$ cat src/rtl/gray_unpack_pkg.sv
// Shared types and constants for the gray-nibble unpacker.
package gray_unpack_pkg;

  typedef enum logic [1:0] {
    IDLE,
    LOAD,
    EMIT_HI,
    EMIT_LO
  } state_t;

  localparam int DEF_H_RES = 160;
  localparam int DEF_V_RES = 120;
  localparam int PIX_W     = 12;

  // A 4-bit gray sample is replicated into all three RGB444 channels.
  function automatic logic [PIX_W-1:0] gray3(input logic [3:0] g);
    return {g, g, g};
  endfunction

endpackage

$ cat src/rtl/gray_hold_buf.sv
// One-entry holding register with full flag; reports a byte dropped when full and not draining.
module gray_hold_buf (
  input  logic       clk,
  input  logic       rst,
  input  logic       clear,
  input  logic       push,
  input  logic       pop,
  input  logic [7:0] din,
  output logic       full,
  output logic [7:0] dout,
  output logic       drop
);

  assign drop = push & full & ~pop & ~clear;

  always_ff @(posedge clk) begin
    if (rst) begin
      full <= 1'b0;
      dout <= '0;
    end else if (clear) begin
      full <= 1'b0;
    end else if (push && (!full || pop)) begin
      // A pop in the same cycle reads the old entry before it is replaced.
      dout <= din;
      full <= 1'b1;
    end else if (pop) begin
      full <= 1'b0;
    end
  end

endmodule

$ cat src/rtl/gray_unpack.sv
// Unpacks UART bytes (two 4-bit gray samples each) into a valid/ready RGB444 pixel stream.
// Optional GRAY_DROP_CNT_EN adds a saturating dropped-byte counter output drop_cnt.
module gray_unpack
  import gray_unpack_pkg::*;
#(
  parameter int H_RES = DEF_H_RES,
  parameter int V_RES = DEF_V_RES
) (
  input  logic                     clk,
  input  logic                     rst,
  input  logic                     frame_start,
  input  logic [7:0]               rx_data,
  input  logic                     rx_valid,
  output logic [PIX_W-1:0]         pixel_data,
  output logic                     pixel_valid,
  input  logic                     pixel_ready,
  output logic [$clog2(H_RES)-1:0] pixel_x,
  output logic [$clog2(V_RES)-1:0] pixel_y,
  output logic                     frame_done,
  output logic                     overflow
`ifdef GRAY_DROP_CNT_EN
  ,
  output logic [7:0]               drop_cnt
`endif
);

  localparam int unsigned XW = $clog2(H_RES);
  localparam int unsigned YW = $clog2(V_RES);

  state_t     state, state_nx;
  logic [7:0] cur_byte;
  logic       hs, last_pix, x_last;
  logic       hold_full, hold_drop, hold_push, hold_pop, hold_clear;
  logic [7:0] hold_data;
  logic       load_cur;
  logic [7:0] load_src;

  assign pixel_valid = (state == EMIT_HI) || (state == EMIT_LO);
  assign hs          = pixel_valid & pixel_ready;
  assign x_last      = (pixel_x == XW'(H_RES - 1));
  assign last_pix    = x_last && (pixel_y == YW'(V_RES - 1));

  always_comb begin
    pixel_data = '0;
    if (state == EMIT_HI)      pixel_data = gray3(cur_byte[7:4]);
    else if (state == EMIT_LO) pixel_data = gray3(cur_byte[3:0]);
  end

  gray_hold_buf u_hold (
    .clk   (clk),
    .rst   (rst),
    .clear (hold_clear),
    .push  (hold_push),
    .pop   (hold_pop),
    .din   (rx_data),
    .full  (hold_full),
    .dout  (hold_data),
    .drop  (hold_drop)
  );

  always_ff @(posedge clk) begin
    if (rst) state <= IDLE;
    else     state <= state_nx;
  end

  always_comb begin
    state_nx   = state;
    hold_push  = 1'b0;
    hold_pop   = 1'b0;
    hold_clear = 1'b0;
    load_cur   = 1'b0;
    load_src   = rx_data;
    if (frame_start) begin
      hold_clear = 1'b1;
      if (rx_valid) begin
        load_cur = 1'b1;
        state_nx = EMIT_HI;
      end else begin
        state_nx = LOAD;
      end
    end else begin
      unique case (state)
        IDLE: state_nx = IDLE;
        LOAD: begin
          // A byte parked during the last EMIT_LO handshake is served before new input.
          if (hold_full) begin
            load_cur  = 1'b1;
            load_src  = hold_data;
            hold_pop  = 1'b1;
            hold_push = rx_valid;
            state_nx  = EMIT_HI;
          end else if (rx_valid) begin
            load_cur = 1'b1;
            state_nx = EMIT_HI;
          end
        end
        EMIT_HI, EMIT_LO: begin
          hold_push = rx_valid;
          if (hs && last_pix) begin
            hold_clear = 1'b1;
            hold_push  = 1'b0;
            state_nx   = IDLE;
          end else if (hs && state == EMIT_HI) begin
            state_nx = EMIT_LO;
          end else if (hs) begin
            if (hold_full) begin
              load_cur = 1'b1;
              load_src = hold_data;
              hold_pop = 1'b1;
              state_nx = EMIT_HI;
            end else begin
              state_nx = LOAD;
            end
          end
        end
        default: state_nx = IDLE;
      endcase
    end
  end

  always_ff @(posedge clk) begin
    if (rst) begin
      cur_byte   <= '0;
      pixel_x    <= '0;
      pixel_y    <= '0;
      frame_done <= 1'b0;
      overflow   <= 1'b0;
    end else begin
      frame_done <= 1'b0;
      if (load_cur) cur_byte <= load_src;
      if (frame_start) begin
        pixel_x  <= '0;
        pixel_y  <= '0;
        overflow <= 1'b0;
      end else begin
        if (hold_drop) overflow <= 1'b1;
        if (hs) begin
          if (last_pix) begin
            pixel_x    <= '0;
            pixel_y    <= '0;
            frame_done <= 1'b1;
          end else if (x_last) begin
            pixel_x <= '0;
            pixel_y <= pixel_y + YW'(1);
          end else begin
            pixel_x <= pixel_x + XW'(1);
          end
        end
      end
    end
  end

`ifdef GRAY_DROP_CNT_EN
  always_ff @(posedge clk) begin
    if (rst || frame_start)                 drop_cnt <= '0;
    else if (hold_drop && drop_cnt != '1)   drop_cnt <= drop_cnt + 8'd1;
  end
`endif

endmodule

$ cat config.mk
export PLATFORM = sky130hd
export DESIGN_NAME = gray_unpack
export DESIGN_NICKNAME = d
export VERILOG_FILES = /design/src/rtl/gray_unpack_pkg.sv /design/src/rtl/gray_hold_buf.sv /design/src/rtl/gray_unpack.sv
export SDC_FILE = /design/constraint.sdc
export NUM_CORES = 1
export LEC_CHECK = 0
export BUFFER_PORTS_ARGS = -buffer_cell sky130_fd_sc_hd__buf_2
export CORE_MARGIN = 10
export CORE_UTILIZATION = 49
export DETAILED_ROUTE_END_ITERATION = 8
export PLACE_DENSITY = 0.87
export SKIP_CTS_REPAIR_TIMING = 1
export SLEW_MARGIN = 10
export SYNTH_ARGS = -nofsm -noshare
export SYNTH_HDL_FRONTEND = slang
export SYNTH_HIERARCHICAL = 1
export SYNTH_SLANG_ARGS = --single-unit
$ cat constraint.sdc
create_clock -name clk -period 2.26 [get_ports clk]
set_clock_uncertainty 0.2 [all_clocks]
set_input_delay 0.452 -clock clk [delete_from_list [all_inputs] [get_ports clk]]
set_output_delay 0.452 -clock clk [all_outputs]
set_load 0.05 [all_outputs]
# Word-level counts from Yosys, hierarchy flattened
# Cells that the tools add are included.
# Widths: inputs -> output; s select.
[classes]
n_mux = 41
add_sub_neg = 2
bitwise = 7
eq_ne = 7
n_reduce_logical = 17
[op_table]
columns = ["cell", "count"]
rows = [
  ["$mux 8", 7],
  ["$mux 12", 2],
  ["$mux 1", 17],
  ["$mux 2", 8],
  ["$pmux 8 s2", 1],
  ["$mux 7", 2],
  ["$add 8x1->8 const B", 1],
  ["$eq 8x8->1 const B", 1],
  ["$add 7x1->7 const B", 1],
  ["$eq 7x7->1 const B", 1],
  ["$pmux 1 s2", 3],
  ["$pmux 2 s3", 1],
  ["$reduce_and 2->1", 3],
  ["$reduce_or 2->1", 3],
  ["$ne 5x5->1 const B", 1],
  ["$and 1x1->1", 4],
  ["$eq 2x2->1 const B", 2],
  ["$logic_and 1x1->1", 4],
  ["$ne 4x3->1 const B", 1],
  ["$reduce_bool 2->1", 2],
  ["$not 1->1", 3],
  ["$reduce_or 3->1", 1],
  ["$eq 2x1->1 const B", 1],
  ["$logic_not 2->1", 1],
  ["other kinds (2)", 3],
]
[word_totals]
inputBits = 13
elab_cells = 82
out_inout_bits = 30
ff_bits = 36

# Depth between registers and ports, before layout
# Gate-level depths: netlist of run 1.
[logic_depth]
ltp_word = 11
depth_mapped = 9
depth_no_buf = 8

# By module
# The synthesis of run 1 kept the hierarchy.
[by_module_without_submodules]
columns = ["mod", "cells_per_inst", "seq_area_each_um2", "area_per_inst_um2", "instances"]
rows = [
  ["gray_unpack", 185, 540.5, 1579.0, 1],
  ["gray_hold_buf", 40, 180.2, 420.4, 1],
]

# Least setup slack after synthesis of run 1
# OpenSTA, ideal clock, no wires.
[synth_timing]
path_kind = "flip-flop to flip-flop"
startpoint = "reg pixel_x[0]"
endpoint = "reg overflow"
setup_ns = 0.121
required_time_ns = 1.939
synth_period_minus_slack_ns = 2.520
setup_slack_ns = -0.260
n_path_buf = 1
path_stages_with_launch = 10
arrival_time_ns = 2.200
cell_sequence = "dfxtp_1 > ha_1 > and4bb_4 > nand3_2 > buf_6 > or2_2 > nand2b_1 > and3b_2 > nor2_1 > nor2_1"
[synth_between]
elab_cells_between_ends = 17
cone_classes = "eq/ne (1); mux (9); bitwise (5); reduce/logical (2)"
[synth_rtl]
columns = ["element", "line", "text"]
rows = [
  ["start, declared", "gray_unpack.sv:17", "output logic [$clog2(H_RES)-1:0] pixel_x,"],
  ["start signal, assigned", "gray_unpack.sv:146", "pixel_x <= pixel_x + XW'(1);"],
  ["$eq 8x8->1", "gray_unpack.sv:40", "assign x_last = (pixel_x == XW'(H_RES - 1));"],
  ["$logic_and 1x1->1", "gray_unpack.sv:41", "assign last_pix = x_last && (pixel_y == YW'(V_RES - 1));"],
  ["$logic_and 1x1->1", "gray_unpack.sv:99", "if (hs && last_pix) begin"],
  ["$mux 1", "gray_unpack.sv:99", ""],
  ["$mux 1", "gray_unpack.sv:82", "unique case (state)"],
  ["$mux 1", "gray_unpack.sv:73", "if (frame_start) begin"],
  ["named net hold_clear", "gray_unpack.sv:33", "logic hold_full, hold_drop, hold_push, hold_pop, hold_clear;"],
  ["$not 1->1", "gray_hold_buf.sv:14", "assign drop = push & full & ~pop & ~clear;"],
  ["$and 1x1->1", "gray_hold_buf.sv:14", ""],
  ["named net hold_drop", "gray_unpack.sv:33", ""],
  ["end signal, assigned", "gray_unpack.sv:127", "overflow <= 1'b0;"],
  ["end signal, assigned", "gray_unpack.sv:134", "overflow <= 1'b0;"],
  ["end signal, assigned", "gray_unpack.sv:136", "if (hold_drop) overflow <= 1'b1;"],
  ["end, declared", "gray_unpack.sv:20", "output logic overflow"],
]
# The timed path passes the listed nets, and every way through them passes these cells.
# A chain may end at the register's enable or synchronous reset.

# Worst setup path after layout of run 1
[layout_timing]
startpoint = "reg pixel_y[0]"
endpoint = "reg u_hold.dout[7]"
[layout_between]
elab_cells_between_ends = 16
cone_classes = "eq/ne (1); mux (9); bitwise (1); reduce/logical (5)"
[layout_rtl]
columns = ["element", "line", "text"]
rows = [
  ["start, declared", "gray_unpack.sv:18", "output logic [$clog2(V_RES)-1:0] pixel_y,"],
  ["start signal, assigned", "gray_unpack.sv:144", "pixel_y <= pixel_y + YW'(1);"],
  ["$eq 7x7->1", "gray_unpack.sv:41", ""],
  ["$logic_and 1x1->1", "gray_unpack.sv:41", ""],
  ["$logic_and 1x1->1", "gray_unpack.sv:99", ""],
  ["$mux 1", "gray_unpack.sv:99", ""],
  ["$pmux 1 s2", "gray_unpack.sv:82", ""],
  ["$mux 1", "gray_unpack.sv:73", ""],
  ["named net hold_push", "gray_unpack.sv:33", ""],
  ["$logic_and 1x1->1", "gray_hold_buf.sv:22", "end else if (push && (!full || pop)) begin"],
  ["$reduce_and 2->1 (no line)", "-", ""],
  ["end signal, assigned", "gray_hold_buf.sv:24", "dout <= din;"],
  ["end, declared", "gray_hold_buf.sv:10", "output logic [7:0] dout,"],
]
# The timed path passes the listed nets, and every way through them passes these cells.

==> summary.md, run 1 <==
| Metric | Value |
|---|---|
| Run status | `complete, no violations` |
| Antenna Nets Post-Route | `0` |
| Via density | `around 5.5` |
| Pwr Total | `1.26 mW` |
| Design Area, Final | `2350 um2` |
| Max Cap Viol | `0` |
| Routability congestion estimate | `~0.80` |
| Bufs on Longest Clock Path | `2` |
| Maximum VDD drop | `roughly 0.27 mV` |
| Storage cell area | `approximately 740 um2` |
| Clock sink count | `36` |
| Worst setup SP type | `flip-flop` |
| WL final | `about 4600 um` |
| Crit path buffers/inverters | `1` |
| Comb pwr share | `11.6%` |
| Die W | `~84 um` |
| DR DRC count | `0` |
| Avg Inst Size Synth | `between 8 and 9 um2` |
| Seq/Total Area, Yosys | `about 36%` |
| Final-report max-slew violation count | `0` |
| Worst Path Required | `between 2 and 2.5 ns` |
| Setup TNS | `0 ns` |
| GRT Util Overall | `about an eighth` |
| Rel. slew slack | `approximately three quarters` |
| Initial Utilization | `50.3%` |
| WS Path Type | `flip-flop to flip-flop` |
| Commonest non-fill, non-tap cell in the layout | `buf_2` |
| Grt ovf | `0` |
| Worst-path clk slew | `about 0.070 ns` |
| Min-delay worst type | `input pin to flip-flop` |
| Crit-path max FO | `8` |
| Initial DRT Pass Iterations | `4` |
| DP HPWL | `roughly 3600 um` |
| Yosys warning count | `6` |
| Placed inst area | `2240 um2` |
| Final setup viols | `0` |
| Cell row count | `23` |
| TritonCTS buffer count | `5` |
| Nets | `280` |
| Crit share post-route | `a little over nine tenths` |
| Htree depth | `2` |
| Die area | `just over 7000 um2` |
| Worst-margin pin slew | `around 0.38 ns` |
| Layout cell share with drive strength beyond 1 | `between 30% and 40%` |
| Layout fillers | `around 320` |
| CTS tree | `done` |
| Top cell family by delay on the critical path | `simple AND/OR/NAND/NOR gates` |
| Clock share of power | `a little over a third` |
| Syn Nets | `240` |
| Most frequent cells in the layout | `buf_2 (42), dfxtp_1 (27), nand2b_1 (19), nor2_1 (19), nand2_1 (17)` |
| Die height | `roughly 84 um` |
| Antenna violations before repair | `0` |
| Post-synth top flop | `dfxtp_1` |
| Vias after detailed routing | `around 1.7k` |
| Share of power burned in registers | `between 50% and 60%` |
| Hold_ws | `0.243 ns` |
| Clock latency at the later pin of the worst-skew pair | `between 0.2 and 0.3 ns` |
| Internal cell power | `0.952 mW` |
| Ys async rst share | `0%` |
| Seq cells post-synth | `36` |
| Final min period | `~2.2 ns` |
| CP Data Arrival Time | `between 2 and 2.5 ns` |
| Max Freq | `0.462 GHz` |
| Syn-to-layout area delta | `17.6%` |
| Max stage delay cell, worst path | `dfxtp_2` |
| Cell Area, Synth | `~2000 um2` |
| First-pass GRT wire length | `7770 um` |
| Critical path capture point type | `flip-flop` |
| Number of global-route vias before repair | `between 1.5k and 2k` |
| Switching Share | `24.5%` |
| Final hold viol count | `0` |
| Synth Instances | `225` |
| Pwr dens | `about 540 nW/um2` |
| Largest net degree at the start of global routing | `30` |
| I/O Pins | `43` |
| Leakage | `roughly 0.95 nW` |
| # diodes | `0` |
| Port Buffers | `42` |
| Placed insts | `slightly above 300` |
| Sw Pwr | `a little over 0.3 mW` |
| Mean routed wirelength per cell | `around 15 um` |
| Initial detailed-routing violation count | `between 90 and 100` |
| Multi-input logic area | `about 1200 um2` |
| Slowest stage delay, CP | `around 0.34 ns` |
| Cell variety after synth | `46` |
| Finished Layout Cells | `~320` |
| Clock root cell | `clkbuf_8` |
| Core ar. | `3970 um2` |
| Number of synthesized flops with an enable pin | `0` |
| Cell breakdown of the critical path | `ha_1, and2_1, nand2_2, o21ai_0, a21oi_1, nor3b_2, buf_6, mux2i_1` |
-- layer usage --
| metal | global-route usage [%] | vias to the layer above | part of all wire [%] |
|---|---|---|---|
| met3 | 4.59 | 2 | 7.0 |
| li1 | - | 876 | - |
| met5 | 0 | - | 0 |
| met4 | 5.78 | 0 | 0.89 |
| met1 | 15.3 | 800 | 45 |
| met2 | 20.4 | 51 | 47 |
-- cell type report --
cell class              instances  area share (%)
clock buffers                   8            3.83
inverters                       1           0.160
multi-input cells             167            49.1
flip-flops and latches         36            31.3
well taps                      50            2.66
repair buffers                 54            12.9
-- kinds of logic (layout without fill, tap and decap cells) --
logic type	count (synthesis)	in the layout	synth area share, %
AOI/OAI and AO/OA	34	34	12.8
xor gates and xnor gates	11	11	4.82
adders and majority gates	2	2	1.25
buffers and inverters	22	63	7.01
DFF	36	36	36.0
muxes	13	13	6.51
and+or+nand+nor	107	107	31.5
-- flip-flops by register name, indices dropped and copies added, names as in the netlist --
| register | count |
|---|---|
| u_hold/full | 1 |
| state | 2 |
| overflow | 1 |
| u_hold/dout | 8 |
| frame_done | 1 |
| cur_byte | 8 |
| pixel_x | 8 |
| pixel_y | 7 |
-- power groups by stage --
stage / Combinational, mW / Sequential (mW) / Clock, mW
after floorplan: 0.112 / 0.670 / 0
after global placement: 0.143 / 0.671 / 0
after detailed placement: 0.145 / 0.671 / 0
after CTS: 0.145 / 0.657 / 0.466
after global routing: 0.160 / 0.659 / 0.500
final: 0.146 / 0.658 / 0.458
-- cells in the mapped netlist (6+ instances only) --
| library cell | instances | area share [%] |
|---|---|---|
| a211oi_1 | 8 | 3.0 |
| a311oi_1 | 9 | 3.9 |
| buf_4 | 11 | 4.1 |
| dfxtp_1 | 36 | 36 |
| mux2i_1 | 13 | 6.5 |
| nand2_1 | 18 | 3.4 |
| nand2b_1 | 19 | 5.9 |
| nand3_1 | 12 | 3.0 |
| nand4_1 | 6 | 1.9 |
| nor2_1 | 19 | 3.6 |
| nor2b_1 | 8 | 2.5 |
| xor2_1 | 8 | 3.5 |
-- path summary, 6_finish.rpt --
| check | cells after the start | slack, ns | start | endpoint |
|---|---|---|---|---|
| max | 8 | 0.1 | pixel_y[0] | u_hold/dout[7] |
| min | 3 | 0.24 | rx_data[2] | u_hold/dout[2] |
| max reg2reg | 8 | 0.1 | pixel_y[0] | u_hold/dout[7] |
| min reg2reg | 2 | 0.28 | u_hold/dout[2] | u_hold/dout[2] |
-- worst reg2reg max path, delay by kind of cell (launching register included) --
family                   cells  cell delay, ns
AND/OR/NAND/NOR              3            0.60
flip-flops                   1            0.34
AO/OA/AOI/OAI                2            0.33
adder cells (fa/ha/maj)      1            0.25
multiplexers                 1            0.20
buffers and inverters        1            0.18
-- through the flow --
step	utilization [%]	setup WS, ns
CTS	58.8	0.0873
floorplan	-	-0.0192
global route	59.2	-0.0159
detailed placement	56.5	0.119
global placement	56.5	0.191
finish	59.2	0.0971
Power figures use the tool's default switching activity.
==> run 2, diff against run 1 <==
--- a/config.mk
+++ b/config.mk
@@ -6,10 +6,9 @@
 export NUM_CORES = 1
 export LEC_CHECK = 0
 export BUFFER_PORTS_ARGS = -buffer_cell sky130_fd_sc_hd__buf_2
-export CORE_MARGIN = 10
-export CORE_UTILIZATION = 49
+export CORE_UTILIZATION = 46
 export DETAILED_ROUTE_END_ITERATION = 8
-export PLACE_DENSITY = 0.87
+export PLACE_DENSITY = 0.83
 export SKIP_CTS_REPAIR_TIMING = 1
 export SLEW_MARGIN = 10
 export SYNTH_ARGS = -nofsm -noshare
==> run 2 against run 1 <==
Register-to-register slack improved by 0.06 ns. Routed wire length decreased by 10%. Highest routed layer unchanged. Clock power shrank 4.8%. Sequential share of layout area increased by 0.41 points. Die area decreased by 34%. Critical path depth is the same. Sequential power about the same.
==> summary.md, run 2 (synthesis gave the netlist of run 1 again) <==
| Metric | Value |
|---|---|
| Nets | `278` |
| Placed insts | `~310` |
| Run status | `complete, no violations` |
| Mean routed wirelength per cell | `13.2 um` |
| Design Area, Final | `roughly 2300 um2` |
| Max Cap Viol | `0` |
| Biggest regs | `cur_byte x8, pixel_x x8, u_hold/dout x8` |
| Most frequent cells in the layout | `buf_2 (42), dfxtp_1 (27), nand2b_1 (19), nor2_1 (19), nand2_1 (18)` |
| Clock share of power | `a little over a third` |
| Sw Pwr | `roughly 0.32 mW` |
| Htree depth | `2` |
| Placed inst area | `2230 um2` |
| GRT Util Overall | `between 10% and 20%` |
| Cell breakdown of the critical path | `ha_2, and4bb_4, nand3_2, or2_2, nand2b_1, nor3b_2, buf_4, mux2i_1` |
| Core ar. | `4090 um2` |
| Worst-margin pin slew | `between 0.5 and 0.6 ns` |
| Syn-to-layout area delta | `16.1%` |
| Clock root cell | `clkbuf_8` |
| WL final | `approximately 4100 um` |
| Grt ovf | `0` |
| Layout fillers | `~360` |
| Antenna Nets Post-Route | `0` |
| Routability congestion estimate | `0.806` |
| Internal cell power | `between 0.9 and 1 mW` |
| Worst setup SP type | `flip-flop` |
| Cell row count | `23` |
| Final hold viol count | `0` |
| Die height | `around 68 um` |
| Worst-path clk slew | `about 0.07 ns` |
| Clock latency at the later pin of the worst-skew pair | `between 0.2 and 0.3 ns` |
| CTS tree | `done` |
| Vias after detailed routing | `between 1.5k and 2k` |
| Setup TNS | `0 ns` |
| Slowest stage delay, CP | `~0.36 ns` |
| Final Core Density | `56.8%` |
| Max Freq | `0.475 GHz` |
| Pwr Total | `around 1.2 mW` |
| Via density | `5.43` |
| Final setup viols | `0` |
| I/O Pins | `43` |
| Pwr dens | `between 500 and 600 nW/um2` |
| Switching Share | `~26%` |
| Clock sink count | `36` |
| Worst Path Required | `approximately 2.2 ns` |
| Crit share post-route | `between 90% and 100%` |
| Initial detailed-routing violation count | `between 100 and 150` |
| Share of power burned in registers | `53.1%` |
| Max stage delay cell, worst path | `dfxtp_4` |
| Largest net degree at the start of global routing | `30` |
| Min-delay worst type | `input pin to flip-flop` |
| Die W | `~68 um` |
| Top cell family by delay on the critical path | `simple AND/OR/NAND/NOR gates` |
| TritonCTS buffer count | `5` |
| Port Buffers | `between 40 and 50` |
| Rel. slew slack | `~64%` |
| Crit-path max FO | `8` |
| Number of global-route vias before repair | `1448` |
| Place WS | `between 0.15 and 0.2 ns` |
| CP Data Arrival Time | `2.08 ns` |
| Comb pwr share | `11.7%` |
| Commonest non-fill, non-tap cell in the layout | `buf_2` |
| Setup ws final | `roughly 0.16 ns` |
| Finished Layout Cells | `314` |
| Leakage | `approximately 0.93 nW` |
| Initial Utilization | `about half` |
| Crit path buffers/inverters | `1` |
| Die area | `approximately 4600 um2` |
| Antenna violations before repair | `0` |
| Maximum VDD drop | `0.240 mV` |
| Final min period | `2.10 ns` |
| # diodes | `0` |
| Hold_ws | `~0.24 ns` |
| First-pass GRT wire length | `6570 um` |
| Final-report max-slew violation count | `0` |
| Initial DRT Pass Iterations | `4` |
| Critical path capture point type | `flip-flop` |
| DR DRC count | `0` |
| RSZ-0062 raised after global routing | `false` |
| Layout cell share with drive strength beyond 1 | `33.0%` |
| WS Path Type | `flip-flop to flip-flop` |
| DP HPWL | `between 3000 and 4000 um` |
| Bufs on Longest Clock Path | `2` |
[run 2: cell count changes in the layout (fill, tap and decap cells not counted), sizes merged]
cell    previous run  this run
clkbuf             8         7
clkinv             0         1
buf               54        52
[run 2: layout make-up]
cell class / count / area, um2 / share of cell area (%)
multi-input combinational: 167 / 1150 / 49.6
sequential: 36 / 737 / 31.8
timing repair buffer: 52 / 285 / 12.3
clock buffer: 7 / 76.3 / 3.29
tap: 50 / 62.6 / 2.70
clock inverter: 1 / 5.00 / 0.216
inverter: 1 / 3.75 / 0.162
[run 2: path summary, 6_finish.rpt]
kind / startpoint / end / slack (ns) / cells past startpoint
min reg2reg: overflow / overflow / 0.28 / 2
max reg2reg: pixel_x[0] / u_hold/dout[1] / 0.16 / 8
min: rx_data[3] / u_hold/dout[3] / 0.24 / 3
max: pixel_x[0] / u_hold/dout[1] / 0.16 / 8
[run 2: worst min-delay path: stages]
cell and delay [ns]:
buf_2 0.11, nand2b_1 0.06, mux2i_1 0.06
[run 2: per-layer routing]
metal	track usage [%]	wire length [um]
met5	0	0
met4	7.55	55
met3	5.00	196
met2	27.2	1810
met1	26.5	2080
[run 2: power groups by stage]
stage               Sequential, mW  Combinational, mW  Clock, mW
floorplan                    0.670              0.112          0
finish                       0.658              0.145      0.436
CTS                          0.658              0.145      0.445
detailed placement           0.672              0.144          0
global route                 0.660              0.158      0.475
global placement             0.671              0.142          0
